--- src/rtl/ace_pkg.sv ---
// ACE snoop types shared by the snoop responder and its decode stage.
// Opcodes, CR response bit positions, cache update operations and responder FSM states.
package ace_pkg;

   typedef logic [3:0] arsnoop_t;

   localparam arsnoop_t AC_READ_ONCE             = 4'b0000;
   localparam arsnoop_t AC_READ_SHARED           = 4'b0001;
   localparam arsnoop_t AC_READ_CLEAN            = 4'b0010;
   localparam arsnoop_t AC_READ_NOT_SHARED_DIRTY = 4'b0011;
   localparam arsnoop_t AC_READ_UNIQUE           = 4'b0111;
   localparam arsnoop_t AC_CLEAN_SHARED          = 4'b1000;
   localparam arsnoop_t AC_CLEAN_INVALID         = 4'b1001;
   localparam arsnoop_t AC_MAKE_INVALID          = 4'b1101;
   localparam arsnoop_t AC_DVM_COMPLETE          = 4'b1110;
   localparam arsnoop_t AC_DVM_MESSAGE           = 4'b1111;

   // CR response: {WasUnique, IsShared, PassDirty, Error, DataTransfer}
   typedef logic [4:0] crresp_t;

   localparam int unsigned CR_DATA_TRANSFER = 0;
   localparam int unsigned CR_ERROR         = 1;
   localparam int unsigned CR_PASS_DIRTY    = 2;
   localparam int unsigned CR_IS_SHARED     = 3;
   localparam int unsigned CR_WAS_UNIQUE    = 4;

   typedef enum logic [1:0] {
      UPD_NONE         = 2'd0,
      UPD_CLEAN_SHARED = 2'd1,
      UPD_CLEAN        = 2'd2,
      UPD_INVALIDATE   = 2'd3
   } snoop_upd_e;

   typedef enum logic [2:0] {
      SNP_IDLE,
      SNP_LOOKUP,
      SNP_RESP,
      SNP_DATA,
      SNP_UPDATE
   } snoop_state_e;

   function automatic logic is_dvm(input arsnoop_t snoop);
      return snoop[3:1] == 3'b111;
   endfunction

endpackage

--- src/rtl/ace_snoop_decode.sv ---
// Maps a snoop opcode and the current line state to the CR response and the cache update.
// Purely combinational; no handshake.
module ace_snoop_decode
   import ace_pkg::*;
(
   input  arsnoop_t   snoop,
   input  logic       hit,
   input  logic       dirty,
   input  logic       shared,
   output crresp_t    resp,
   output snoop_upd_e op
);

   always_comb begin
      resp = '0;
      op   = UPD_NONE;
      case (snoop)
         AC_READ_ONCE: begin
            if (hit) begin
               resp[CR_DATA_TRANSFER] = 1'b1;
               resp[CR_IS_SHARED]     = 1'b1;
               resp[CR_WAS_UNIQUE]    = !shared;
            end
         end
         AC_READ_SHARED, AC_READ_CLEAN, AC_READ_NOT_SHARED_DIRTY: begin
            if (hit) begin
               resp[CR_DATA_TRANSFER] = 1'b1;
               resp[CR_PASS_DIRTY]    = dirty;
               resp[CR_IS_SHARED]     = 1'b1;
               resp[CR_WAS_UNIQUE]    = !shared;
               op                     = UPD_CLEAN_SHARED;
            end
         end
         AC_READ_UNIQUE: begin
            if (hit) begin
               resp[CR_DATA_TRANSFER] = 1'b1;
               resp[CR_PASS_DIRTY]    = dirty;
               resp[CR_WAS_UNIQUE]    = !shared;
               op                     = UPD_INVALIDATE;
            end
         end
         AC_CLEAN_SHARED: begin
            if (hit) begin
               resp[CR_DATA_TRANSFER] = dirty;
               resp[CR_PASS_DIRTY]    = dirty;
               resp[CR_IS_SHARED]     = 1'b1;
               op                     = UPD_CLEAN;
            end
         end
         AC_CLEAN_INVALID: begin
            if (hit) begin
               resp[CR_DATA_TRANSFER] = dirty;
               resp[CR_PASS_DIRTY]    = dirty;
               op                     = UPD_INVALIDATE;
            end
         end
         AC_MAKE_INVALID: begin
            if (hit) op = UPD_INVALIDATE;
         end
         AC_DVM_COMPLETE, AC_DVM_MESSAGE: begin
            op = UPD_NONE;
         end
         default: begin
            // unsupported opcodes report Error whatever the line state
            resp[CR_ERROR] = 1'b1;
         end
      endcase
   end

endmodule

--- src/rtl/ace_snoop_responder.sv ---
// ACE snoop responder: one snoop in flight, lookup -> CR -> optional CD line -> optional state update.
// AC ready only in IDLE; CR/CD/update outputs hold until their ready; one read outstanding, one-entry CD buffer.
module ace_snoop_responder
   import ace_pkg::*;
#(
   parameter int unsigned AddrWidth = 64,
   parameter int unsigned DataWidth = 64,
   parameter int unsigned LineBeats = 4,
   localparam int unsigned BeatWidth = (LineBeats > 1) ? $clog2(LineBeats) : 1
) (
   input  logic                 clk_i,
   input  logic                 rst_ni,
   input  logic                 ac_valid_i,
   output logic                 ac_ready_o,
   input  logic [AddrWidth-1:0] ac_addr_i,
   input  arsnoop_t             ac_snoop_i,
   input  logic [2:0]           ac_prot_i,
   output logic                 cr_valid_o,
   input  logic                 cr_ready_i,
   output crresp_t              cr_resp_o,
   output logic                 cd_valid_o,
   input  logic                 cd_ready_i,
   output logic [DataWidth-1:0] cd_data_o,
   output logic                 cd_last_o,
   output logic                 lookup_req_o,
   input  logic                 lookup_gnt_i,
   output logic [AddrWidth-1:0] lookup_addr_o,
   input  logic                 lookup_hit_i,
   input  logic                 lookup_dirty_i,
   input  logic                 lookup_shared_i,
   output logic                 rd_req_o,
   input  logic                 rd_gnt_i,
   output logic [BeatWidth-1:0] rd_beat_o,
   input  logic                 rd_valid_i,
   input  logic [DataWidth-1:0] rd_data_i,
   output logic                 upd_valid_o,
   input  logic                 upd_ready_i,
   output logic [1:0]           upd_op_o
);

   localparam int unsigned OffsetWidth = $clog2(LineBeats * DataWidth / 8);
   localparam logic [AddrWidth-1:0] AddrMask = {AddrWidth{1'b1}} << OffsetWidth;
   localparam logic [BeatWidth-1:0] LastBeat = BeatWidth'(LineBeats - 1);

   snoop_state_e         state_q, state_d;
   logic [AddrWidth-1:0] addr_q;
   arsnoop_t             snoop_q;
   logic                 hit_q, dirty_q, shared_q;
   logic [BeatWidth-1:0] rd_cnt_q, cd_cnt_q;
   logic                 rd_done_q, pend_q;
   logic                 buf_vld_q;
   logic [DataWidth-1:0] buf_dat_q;
   crresp_t              resp;
   snoop_upd_e           op;
   logic                 ac_fire, lookup_fire, rd_fire, cd_fire;
   logic                 prot_unused;

   assign prot_unused = ^ac_prot_i;

   ace_snoop_decode u_decode (
      .snoop  (snoop_q),
      .hit    (hit_q),
      .dirty  (dirty_q),
      .shared (shared_q),
      .resp   (resp),
      .op     (op)
   );

   assign ac_ready_o    = (state_q == SNP_IDLE);
   assign lookup_req_o  = (state_q == SNP_LOOKUP);
   assign cr_valid_o    = (state_q == SNP_RESP);
   assign upd_valid_o   = (state_q == SNP_UPDATE);
   assign lookup_addr_o = addr_q;
   assign cr_resp_o     = resp;
   assign upd_op_o      = op;
   assign rd_beat_o     = rd_cnt_q;
   assign cd_valid_o    = buf_vld_q;
   assign cd_data_o     = buf_dat_q;
   assign cd_last_o     = buf_vld_q && (cd_cnt_q == LastBeat);

   // A read may only be issued when its data is guaranteed a free buffer slot on return.
   assign rd_req_o = (state_q == SNP_DATA) && !rd_done_q && !pend_q &&
                     (!buf_vld_q || cd_ready_i);

   assign ac_fire     = ac_valid_i && ac_ready_o;
   assign lookup_fire = lookup_req_o && lookup_gnt_i;
   assign rd_fire     = rd_req_o && rd_gnt_i;
   assign cd_fire     = cd_valid_o && cd_ready_i;

   always_comb begin
      state_d = state_q;
      case (state_q)
         SNP_IDLE: begin
            if (ac_valid_i) state_d = is_dvm(ac_snoop_i) ? SNP_RESP : SNP_LOOKUP;
         end
         SNP_LOOKUP: begin
            if (lookup_gnt_i) state_d = SNP_RESP;
         end
         SNP_RESP: begin
            if (cr_ready_i) begin
               if (resp[CR_DATA_TRANSFER]) state_d = SNP_DATA;
               else if (op != UPD_NONE)    state_d = SNP_UPDATE;
               else                        state_d = SNP_IDLE;
            end
         end
         SNP_DATA: begin
            if (cd_fire && cd_last_o) state_d = (op != UPD_NONE) ? SNP_UPDATE : SNP_IDLE;
         end
         SNP_UPDATE: begin
            if (upd_ready_i) state_d = SNP_IDLE;
         end
         default: state_d = SNP_IDLE;
      endcase
   end

   always_ff @(posedge clk_i or negedge rst_ni) begin
      if (!rst_ni) begin
         state_q   <= SNP_IDLE;
         addr_q    <= '0;
         snoop_q   <= AC_READ_ONCE;
         hit_q     <= 1'b0;
         dirty_q   <= 1'b0;
         shared_q  <= 1'b0;
         rd_cnt_q  <= '0;
         cd_cnt_q  <= '0;
         rd_done_q <= 1'b0;
         pend_q    <= 1'b0;
         buf_vld_q <= 1'b0;
         buf_dat_q <= '0;
      end else begin
         state_q <= state_d;
         if (ac_fire) begin
            addr_q    <= ac_addr_i & AddrMask;
            snoop_q   <= ac_snoop_i;
            hit_q     <= 1'b0;
            dirty_q   <= 1'b0;
            shared_q  <= 1'b0;
            rd_cnt_q  <= '0;
            cd_cnt_q  <= '0;
            rd_done_q <= 1'b0;
         end
         if (lookup_fire) begin
            hit_q    <= lookup_hit_i;
            dirty_q  <= lookup_dirty_i;
            shared_q <= lookup_shared_i;
         end
         if (rd_fire) begin
            if (rd_cnt_q == LastBeat) rd_done_q <= 1'b1;
            else                      rd_cnt_q  <= rd_cnt_q + BeatWidth'(1);
         end
         // Data may return in the grant cycle itself; only a later return leaves a read pending.
         if (rd_fire && !rd_valid_i) pend_q <= 1'b1;
         else if (rd_valid_i)        pend_q <= 1'b0;
         if (rd_valid_i && state_q == SNP_DATA) begin
            buf_vld_q <= 1'b1;
            buf_dat_q <= rd_data_i;
         end else if (cd_fire) begin
            buf_vld_q <= 1'b0;
         end
         if (cd_fire) cd_cnt_q <= cd_cnt_q + BeatWidth'(1);
      end
   end

endmodule

--- config.mk ---
export PLATFORM = sky130hd
export DESIGN_NAME = ace_snoop_responder
export DESIGN_NICKNAME = d
export VERILOG_FILES = /design/src/rtl/ace_pkg.sv /design/src/rtl/ace_snoop_decode.sv /design/src/rtl/ace_snoop_responder.sv
export SDC_FILE = /design/constraint.sdc
export NUM_CORES = 1
export LEC_CHECK = 0
export ABC_AREA = 1
export CELL_PAD_IN_SITES_DETAIL_PLACEMENT = 1
export CELL_PAD_IN_SITES_GLOBAL_PLACEMENT = 2
export CORE_MARGIN = 2
export CORE_UTILIZATION = 27
export CTS_CLUSTER_SIZE = 16
export DETAILED_ROUTE_END_ITERATION = 6
export HOLD_SLACK_MARGIN = 0.08
export PLACE_DENSITY = 0.82
export SLEW_MARGIN = 25
export SYNTH_ARGS = -nofsm -noshare
export SYNTH_HDL_FRONTEND = slang
export SYNTH_SLANG_ARGS = --single-unit
--- constraint.sdc ---
create_clock -name clk_i -period 4.4 [get_ports clk_i]
set_clock_uncertainty 0.2 [all_clocks]
set_input_delay 0.66 -clock clk_i [delete_from_list [all_inputs] [get_ports clk_i]]
set_output_delay 0.66 -clock clk_i [all_outputs]
set_load 0.005 [all_outputs]
* After elaboration in Yosys (flattened, before gate mapping)
Index checks and enable logic that the tools add are counted.
** Storage, ports and cells
- Flip-flop bits (word level) :: 140
- Input port bits :: 147
- Output and inout port bits :: 144
- Logic and storage cells :: 106
** Cells by class
- Add/subtract/negate cells :: 2
- Eq/ne operators :: 21
- Muxes and demuxes :: 40
- Reductions and logical operators :: 31
** Operator list (count)
- $mux W3 :: 8
- $eq A4 B4 Y1 const B :: 5
- $mux W2 :: 10
- $mux W1 :: 16
- $pmux W3 S5 :: 1
- $logic_and A1 B1 Y1 :: 11
- $reduce_bool A2 Y1 :: 5
- $reduce_or A10 Y1 :: 1
- $pmux W1 S3 :: 3
- $eq A4 B2 Y1 const B :: 2
- $eq A3 B2 Y1 const B :: 2
- $eq A3 B3 Y1 const B :: 2
- $ne A2 B1 Y1 const B :: 3
- $pmux W2 S3 :: 1
- $reduce_or A3 Y1 :: 2
- $logic_not A1 Y1 :: 5
- $reduce_and A5 Y1 :: 1
- $reduce_or A5 Y1 :: 1
- $add A2 B1 Y2 const B :: 2
- $eq A2 B2 Y1 const B :: 2
- $eq A4 B1 Y1 const B :: 1
- $eq A4 B3 Y1 const B :: 1
- $logic_not A4 Y1 :: 1
- $ne A2 B2 Y1 const B :: 2
- other kinds (5) :: 6

* Logic depth before layout (Yosys ltp)
- Word-level depth :: 8
- Depth in mapped cells :: 9
- Gate-level depth less buffers :: 8

* Hierarchy
Synthesis repeated with hierarchy kept, for this count alone.
** Unflattened totals
- Cell total of the unflattened synthesis :: 701
- Area total of the unflattened synthesis :: 5957.0 µm²
** By module, submodules not included
- ace_snoop_responder :: times used 1, cells an instance 666, area each 5813.1 µm², sequential area each 3503.4 µm²
- ace_snoop_decode :: times used 1, cells an instance 35, area each 143.9 µm², sequential area each 0.0 µm²

* Worst setup path before layout
OpenSTA, ideal clock, no wires.
- Path kind :: input to output
- From :: input cd_ready_i
- To :: output rd_req_o
- Arrival time :: 983 ps
- Data required time :: 3540 ps
- Setup slack :: 2557 ps
- Stages :: 2
- Path buffers :: 0
- Cells stage by stage :: o21ai_0 > nor3_1
** Between the ends
- Cells in the longest elaborated chain, start to end :: 2
** Ends and longest elaborated chain
- start: declaration :: line ace_snoop_responder.sv:22 : input logic cd_ready_i,
- $logic_or A1 B1 Y1 :: line ace_snoop_responder.sv:83 : (!buf_vld_q || cd_ready_i);
- $logic_and A1 B1 Y1 :: line ace_snoop_responder.sv:82 : assign rd_req_o = (state_q == SNP_DATA) && !rd_done_q && !pend_q &&
- end: declaration :: line ace_snoop_responder.sv:31 : output logic rd_req_o,
Every way passes these cells.

* Final worst setup path
Same ends and word-level chain as after synthesis.

==> results.cfg <==
[setup_path]
cpMostUsedCell = clkdlybuf4s50_1
regToRegSetupSlack_ps = 1930
crit_arrival_ps = 2200
reg2reg_from = state_q[1]
crit_start = cd_ready_i
slowest_stage = clkdlybuf4s50_1
cp-start-kind = input port
slowest_delay_ps = 590
worstSetupPathType = in2out
end_kind = primary output
required_ps = 3540
timing.rr.end = cd_data_o[56]
cp_cell_sequence = clkdlybuf4s50_1, o21ai_0, nor3_1, clkdlybuf4s50_1
worstRegToRegCells = 5
cp_max_fo = 5

[sta]
timing.fmax_mhz = 327
holdWs_ps = 197
layout_min_cycle_time_ps = 3060
slew_headroom = 0.376
setup_violations = 0
hold_viol_final = 0
finalCritPeriodShare = 0.695
slew_viol_final = 0
rsz0062_at_grt = false
worst_pin_slew_ps = 936
setup-tns-final_ps = 0

[job]
cap_violations = 0

[grt]
grt_max_degree = 116
track_usage = 0.155
grt_pass1_wl_mm = 28.4
grt.overflow.total = 0
grt_pass1_vias = 4834
antenna_found_initial = 0

[clocking]
post_cts_buffers = 0
cts_sinks = 140
clk_latency_ps = 410
path_clk_slew_ps = 70
hold_buffers = 0
numCtsBuffers = 17
h-tree-depth = 4
cts_tree = built
clockBufferDepth = 2
clockRootBuffer = clkbuf_16
ctsResizeCount = 0

[synthesis]
yosys.area_share.simple = 0.0576
synth_top_family_by_area = multiplexers
synth_top_area_share = 0.589
synth_area_leaders = dfrtp_1 (59%), mux2_4 (21%), mux2_2 (7.6%)
synthMuxAreaShare = 0.285
synthCells = 408
synth-seq-cells = 140
yosysTopAreaCell = dfrtp_1
ys_types = 22
synth-compound-area-share = 0.0179
synthAdderAreaFrac = 0.00421
synth_area_um2 = 5950
yosysWarnings = 0
seq_area_frac_synth = 0.589
postSynthAreaPerCell_um2 = 14.6
synth-xor-area-share = 0

[routing]
ant_nets = 0
vias = 4313
drt_iter0_markers = 155
totalWireLength_mm = 17.5
wl_per_cell_um = 17.9
vias_per_cell = 4.39
drc = 0
first_pass_iters = 4

[final_layout]
nFillCells = 2247
seq_area_um2 = 3500
stdcell_count = 982
diodes = 0
nets = 838
final_util = 0.438
drive_above_1_share = 0.234
areaGrowthSynthToFinish_pct = 60.0
multiInputGateArea_um2 = 2210

[placed_design]
numPortBuffers = 277
dp_cells = 950
hpwl_mm = 12.8
place.gp.congestion = 0.853

[power_and_ir_drop]
total_power_uw = 6750
vdd_drop_max_mv = 0.409
p_leak_uw = 0.00432
p_per_area_nw_per_um2 = 709

[die]
initial_core_util = 0.274
dieArea_um2 = 23200
die_y_um = 152
core_um2 = 21800
die_x_um = 152
ioPinCount = 291
row_count = 54

[worst_hold_path]
hold_path.class = in2async

[run_status]
outcome = complete, no violations
## per-stage QoR
stage	area (µm²)	setup slack (ps)
after floorplan	5970	2560
after global placement	8930	1360
after detailed placement	8940	1360
after CTS	9520	1310
after global routing	9520	1140
final	9520	1340
## state kept, by name, indices dropped and copies added, names as in the netlist
register	flops
cd_data_o	64
lookup_addr_o	59
snoop_q	4
state_q	3
cd_cnt_q	2
rd_beat_o	2
cd_valid_o	1
dirty_q	1
hit_q	1
pend_q	1
rd_done_q	1
shared_q	1
## report_power, final
| group | switching (µW) | internal, µW | leakage (µW) |
|---|---|---|---|
| logic | 964 | 2030 | 0.00238 |
| registers | 401 | 1930 | 0.00166 |
| clock network | 618 | 800 | 0.000281 |
## synth_stat cells
library cell and instances:
mux2_4 83, mux2_2 40, o21ai_0 12, inv_1 21
a31oi_1 2, ha_1 2, nor3_1 6, nand3_1 21
nand3b_1 1, inv_2 2, nand4_1 2, buf_6 11
nand2_2 1, a21oi_1 5, o2bb2ai_1 1, dfrtp_1 140
nor2_1 13, buf_4 5, nand2_1 32, conb_1 1
nor2_2 2, buf_2 5
## cells by family (layout without fill, tap and decap cells)
logic type,after synthesis,count (layout)
AO/OA/AOI/OAI,20,20
other,1,5
adder cells (fa/ha/maj),2,2
flip-flops,140,140
AND/OR/NAND/NOR,78,78
multiplexers,123,123
buffers and inverters,44,334
## area by class of cell
cell class              count  area share
flip-flops and latches    140       0.368
multi-input cells         228       0.232
well taps                 280      0.0368
clock buffers              17      0.0447
inverters                  23     0.00907
clock inverters            15      0.0162
repair buffers            279       0.293
## layout by cell type (no fill, tap or decap), types with 6 or more instances in the layout
cell               n
inv_1             21
nand3_1           21
nor3_1             6
dfrtp_1          140
clkbuf_16         17
nor2_1            13
clkdlybuf4s50_1  276
nand2_1           31
mux2_4            83
o21ai_0           12
mux2_2            40
## metal layers
| metal | GRT usage | up-vias | wire length [µm] |
|---|---|---|---|
| met3 | 0.0478 | 20 | 1190 |
| met4 | 0.0432 | 0 | 252 |
| met1 | 0.193 | 2173 | 7250 |
| met5 | 0 | - | 0 |
| li1 | - | 1945 | - |
| met2 | 0.261 | 175 | 8850 |
## critical path, delay by kind of cell
family          cells  cell delay [ps]
simple gates        1              260
buf+inv             2             1140
compound gates      1              130
## worst max-delay path by stage
stage	endpoint	slack, ps	cells past startpoint
after detailed placement	rd_req_o	1360	4
after floorplan	rd_req_o	2560	2
final	rd_req_o	1340	4
after global routing	lookup_req_o	1140	3
after CTS	lookup_req_o	1310	3
after global placement	rd_req_o	1360	4
No activity file was read; power rests on OpenSTA's default activity.
